$ cat src/rtl/bit_serializer.sv
// Parallel-to-serial shifter with a one-word skid buffer; first bit on x one clk after accept.
// din_ready drops only while the skid buffer is occupied; back-to-back words stream without gaps.
module bit_serializer #(
  parameter int WIDTH     = 8,
  parameter bit MSB_FIRST = 1'b1,
  parameter bit IDLE_BIT  = 1'b0
) (
  input  logic             clk,
  input  logic             reset,
  input  logic [WIDTH-1:0] din,
  input  logic             din_valid,
  output logic             din_ready,
  output logic             x,
  output logic             x_valid,
  output logic             word_done
);

  localparam int CW = (WIDTH > 1) ? $clog2(WIDTH) : 1;
  localparam logic [CW-1:0] LAST = CW'(WIDTH - 1);

  typedef enum logic {IDLE, SHIFT} state_t;

  state_t           state;
  logic [WIDTH-1:0] sreg;
  logic [WIDTH-1:0] hold;
  logic [CW-1:0]    cnt;
  logic             hold_full;
  logic             accept;
  logic             last_bit;

  // Ready depends only on the buffer flag register, never on din_valid.
  assign accept   = din_valid && !hold_full;
  assign last_bit = (state == SHIFT) && (cnt == LAST);

  always_ff @(posedge clk or posedge reset) begin
    if (reset) begin
      state     <= IDLE;
      sreg      <= '0;
      hold      <= '0;
      cnt       <= '0;
      hold_full <= 1'b0;
    end else begin
      case (state)
        IDLE: begin
          if (accept) begin
            sreg  <= din;
            cnt   <= '0;
            state <= SHIFT;
          end
        end
        SHIFT: begin
          if (cnt == LAST) begin
            // Refill from the buffer first, else bypass a fresh word, else go idle.
            cnt <= '0;
            if (hold_full) begin
              sreg      <= hold;
              hold_full <= 1'b0;
            end else if (accept) begin
              sreg <= din;
            end else begin
              state <= IDLE;
            end
          end else begin
            cnt <= cnt + 1'b1;
            if (MSB_FIRST)
              sreg <= {sreg[WIDTH-2:0], 1'b0};
            else
              sreg <= {1'b0, sreg[WIDTH-1:1]};
            if (accept) begin
              hold      <= din;
              hold_full <= 1'b1;
            end
          end
        end
        default: state <= IDLE;
      endcase
    end
  end

  assign din_ready = !hold_full;
  assign x_valid   = (state == SHIFT);
  assign word_done = last_bit;
  assign x         = (state == SHIFT) ? (MSB_FIRST ? sreg[WIDTH-1] : sreg[0]) : IDLE_BIT;

endmodule

$ cat config.mk
export PLATFORM = sky130hd
export DESIGN_NAME = bit_serializer
export DESIGN_NICKNAME = d
export VERILOG_FILES = /design/src/rtl/bit_serializer.sv
export SDC_FILE = /design/constraint.sdc
export NUM_CORES = 1
export LEC_CHECK = 0
export CAP_MARGIN = 20
export CORE_ASPECT_RATIO = 0.6
export CORE_MARGIN = 2
export CORE_UTILIZATION = 30
export CTS_BUF_LIST = sky130_fd_sc_hd__clkbuf_8
export CTS_CLUSTER_DIAMETER = 150
export CTS_CLUSTER_SIZE = 14
export DETAILED_ROUTE_END_ITERATION = 7
export HOLD_SLACK_MARGIN = 0.05
export SLEW_MARGIN = 25
export SYNTH_ARGS = -nofsm -noshare
export SYNTH_HDL_FRONTEND = slang
export SYNTH_SLANG_ARGS = --single-unit
$ cat constraint.sdc
create_clock -name clk -period 2.1 [get_ports clk]
set_input_delay 0.42 -clock clk [delete_from_list [all_inputs] [get_ports clk]]
set_output_delay 0.42 -clock clk [all_outputs]
set_load 0.01 [all_outputs]
=== After elaboration in Yosys (flattened, before gate mapping) ===
Index checks and enable logic that the tools add are counted.

* Register bits: 21
* Output and inout bits: 4
* Word-level logic and storage cells: 30

* Add/sub/neg operators: 1
* Equal/unequal tests: 2
* Mux-type cells: 14
* Bitwise gates (word level): 2
* Reductions and logical operators: 6

{| class="wikitable"
|+ Operators by type and width
! operator !! count
|-
| two-way mux 8 bit || 3
|-
| case mux 8 bit (2 select lines) || 1
|-
| two-way mux 1 bit || 6
|-
| two-way mux 3 bit || 2
|-
| case mux 3 bit (2 select lines) || 1
|-
| adder 3 x 1 -> 3 bit, second input constant || 1
|-
| equality test 3 bit, second input constant || 1
|-
| AND reduction 3 bit || 1
|-
| logical AND 1 bit || 2
|-
| != test 2 bit, second input constant || 1
|-
| NOT 1 bit || 2
|-
| case mux 1 bit (2 select lines) || 1
|-
| AND reduction 2 bit || 1
|-
| nonzero test 2 bit || 1
|-
| zero test 1 bit || 1
|}

=== Logic depth before layout (Yosys ltp) ===
* Depth in word-level cells: 6
* Mapped depth: 6
* Depth with buffers taken out: 5

=== Worst setup path before layout ===
OpenSTA, ideal clock, no wires.

* Path type: reg-to-reg
* Start point: register cnt[0]
* End point: register hold[0]
* Setup time: 125 ps
* Data arrival time: 1407 ps
* Setup slack: 568 ps
* Stages on the path, launching flop included: 6
* Path buffers: 0
* Cells stage by stage: dfrtp_1 ha_1 ha_1 nand2b_4 nor2_8 mux2_4

* Word-level cells in the longest chain between the ends: 3

{| class="wikitable"
|+ Ends and longest elaborated chain
! item !! RTL line !! RTL
|-
| from (decl) || 26 || <nowiki>logic [CW-1:0] cnt;</nowiki>
|-
| from (signal assigned) || 64 || <nowiki>cnt <= cnt + 1'b1;</nowiki>
|-
| equality test 3 bit || 52 || <nowiki>if (cnt == LAST) begin</nowiki>
|-
| NOT 1 bit (no source line) || n/a ||
|-
| AND reduction 3 bit (no source line) || n/a ||
|-
| to (signal assigned) || 70 || <nowiki>hold <= din;</nowiki>
|-
| to (decl) || 25 || <nowiki>logic [WIDTH-1:0] hold;</nowiki>
|}

No other way between the ends.
A chain may end at the register's enable or synchronous reset.

=== Worst setup path after layout ===
* Start point: register cnt[0]
* End point: output word_done

* Word-level cells in the longest chain between the ends: 2

{| class="wikitable"
|+ Ends and longest elaborated chain
! item !! RTL line !! RTL
|-
| equality test 3 bit || 33 || <nowiki>assign last_bit = (state == SHIFT) && (cnt == LAST);</nowiki>
|-
| logical AND 1 bit || 33 ||
|-
| to (decl) || 15 || <nowiki>output logic word_done</nowiki>
|}

No other way between the ends.

==> reports/results.txt <==
Gate power share: 43.4%
crit path time final: 1.96 ns
worst vdd ir: 0.000494 V
Flop pwr share: 41.9%
top post-synthesis cells by area: dfrtp_1 49%, mux2_4 11%, nand2_1 7.0%
clock share of power: 14.7%
I/O pins: 15
Diodes inserted: 0
GRT Total Usage: 12.0%
Vias: 755
CTS Root Cell: clkbuf_8
initial core utilization: 32.0%
RSZ-0062 raised after global routing: no
post-synthesis xor/xnor area fraction: 0%
Avg WL per Cell: 14.1 µm
adder-cell share of the synthesized area: 3.50%
cts bufs inserted: 3
Final setup viols: 0
most used flip-flop cell after synthesis: dfrtp_1
Int Pwr: 1.16 mW
worst hold path type: input port to asynchronous set/reset pin
Async S/R FF share, synth: 100%
Post-synth EDFFs: 0
CP max-delay cell: dfrtp_1
Layout Nets: 124
Clock Skews: 0.00814 ns
# Post-CTS Setup Buffers: 0
core area: 0.00334 mm²
most frequent cell after synthesis: dfrtp_1
Die Span Y: 50.3 µm
Switching Share: 34.9%
simple-gate share of the synthesized area: 15.7%
cts hold-fix bufs: 0
worst path required time: 1.68 ns
synth warn: 0
synthesized flop and latch total: 21
Worst Setup End Kind: output pin
CTS Buffer Depth: 2
Filler cells: 342
most used cell, CP: ha_1
first-pass GRT wire length: 3710 µm
initial antenna violation count: 0
syn_nets: 105
Fmax: 0.511 GHz
# H-tree levels: 1
status: finished clean
main combinational cell family by area after synthesis: simple AND/OR/NAND/NOR gates
R2R Path End: hold[7]
Final Hold Viols: 0
R2R setup slack: 0.47 ns
ANT nets after route: 0
leakage power: 0.566 nW
storage element area: 526 µm²
DRC violation count after routing: 0
maximum number of pins on one net before global-route repair: 22
CTS resizes: 1
PortBufs: 14
share of layout cells above drive strength 1: 18.3%
WP data arrival: 1.54 ns
P&R area growth vs syn: 19.9%
hold slack: 0.480 ns
worst-path fanout max: 3
die width: 81.1 µm
top post-synthesis cells by count: 21 x dfrtp_1, 20 x nand2_1, 8 x mux2_4
FF-to-FF path depth: 5
Core Rows: 16
multiplexer share of the synthesized area: 11.2%
Setup crit start kind: register
CTS tree: done
Setup Total Neg Slack: 0 ns
slew of the pin with the lowest slew margin: 0.283 ns
vias in the first global route: 767
crit path cell chain: ha_1, ha_1, and2_1, dlygate4sd2_1
sequential share of the synthesized area: 49.1%
area of the multi-input gates: 475 µm²
clk_lat worst skew: 0.26 ns
final slew viol count: 0
WL final: 2170 µm
Post-Syn Instances: 91
Synth top area share: 49.1%
mapped cell area: 0.00107 mm²
clock sinks: 21
Avg Cell Area, Syn: 11.8 µm²
dpl hpwl: 1580 µm
relative slew slack: 81.2%
cell area power density: 1390 mW/mm²
grt ovf: 0
routability cong.: 0.742
Synth Area in Compound Gates: 14.0%
crit share post-route: 93.1%
clock-pin slew on the worst setup and hold paths: 0.08 ns
TritonRoute pass-1 iters: 5
MaxCap Viol Count: 0
worst r2r src: cnt[0]
Synth area leader: dfrtp_1
die area: 0.00408 mm²
Setup Crit Path Kind: register to output pin
synth unique cells: 22
vias per cell: 4.90
initial drt markers: 46
worst stage delay on the critical path: 0.40 ns
Sw Pwr: 0.622 mW
-- placed cells by master, fill, tap and decap left out --
cell type,synthesis,layout
nor2_8,1,1
a211oi_1,2,2
and2_1,2,2
and2b_4,1,1
o21ai_1,1,1
o21ai_0,4,4
nand3b_1,1,1
clkbuf_8,2,3
inv_1,3,3
buf_4,0,4
mux2_4,8,8
nand2_1,20,20
nor3_1,1,1
dlygate4sd2_1,0,1
ha_1,3,3
nor2b_1,1,1
o22ai_1,7,7
a21oi_1,1,1
nand2b_4,2,2
clkinv_2,0,1
dfrtp_1,21,21
a32oi_1,7,7
nor2_1,1,1
clkdlybuf4s50_1,0,13
-- metrics by stage --
stage / util [%] / power, mW / cell area (µm²) / std cells / setup WS, ns
4_1_cts: 38.4 / 1.80 / 1280 / 154 / 0.120
2_1_floorplan: - / 1.33 / 1070 / 91 / 0.568
3_3_place_gp: 37.1 / 1.50 / 1240 / 150 / 0.237
5_1_grt: 38.4 / 1.92 / 1280 / 154 / 0.0543
3_5_place_dp: 37.1 / 1.53 / 1240 / 150 / 0.221
6_report: 38.4 / 1.78 / 1280 / 154 / 0.144
-- worst max path at each step --
| stage | endpoint | startpoint | cells after the start |
|---|---|---|---|
| after floorplan | hold[0] | cnt[0] | 5 |
| after global placement | word_done | cnt[0] | 4 |
| after detailed placement | word_done | cnt[0] | 4 |
| after CTS | word_done | cnt[0] | 4 |
| after global routing | word_done | cnt[0] | 4 |
| final | word_done | cnt[0] | 4 |
-- power groups by stage --
stage	Sequential (mW)	Clock (mW)	Combinational, mW
floorplan	0.704	0	0.630
global placement	0.750	0	0.753
detailed placement	0.748	0	0.782
CTS	0.744	0.276	0.778
global route	0.767	0.297	0.853
finish	0.747	0.263	0.774
-- per-layer routing --
layer  track usage (%)  part of all wire, %  routed length, µm  vias to the layer above
met5                 0                    0                  0                        -
met1              17.7                   52               1130                      368
met4              1.98                    0                  0                        0
li1                  -                    -                  -                      361
met3              5.22                  7.7                166                        0
met2              16.4                   40                872                       26
-- logic make-up (layout without fill, tap and decap cells) --
family | after synthesis | after routing
AND/OR/NAND/NOR | 30 | 30
adder cells (fa/ha/maj) | 3 | 3
flip-flops | 21 | 21
buffers and inverters | 7 | 25
AO/OA/AOI/OAI | 22 | 22
multiplexers | 8 | 8
-- area by class of cell --
cell class	count	area share, %
timing repair buffer	18	13.2
sequential	21	40.9
tap	45	4.39
clock inverter	1	0.390
inverter	3	0.877
clock buffer	3	3.22
multi-input combinational	63	37.0
-- registers in the layout, indices dropped and copies added (netlist names) --
signal and flops:
sreg 8, x_valid 1, hold 8, cnt 3, hold_full 1
-- critical path, delay by kind of cell (launching register included) --
family	cells	cell delay, ns
simple gates	1	0.17
buf+inv	1	0.28
flops	1	0.40
fa+ha+maj	2	0.41
No activity file was read; power rests on OpenSTA's default activity.
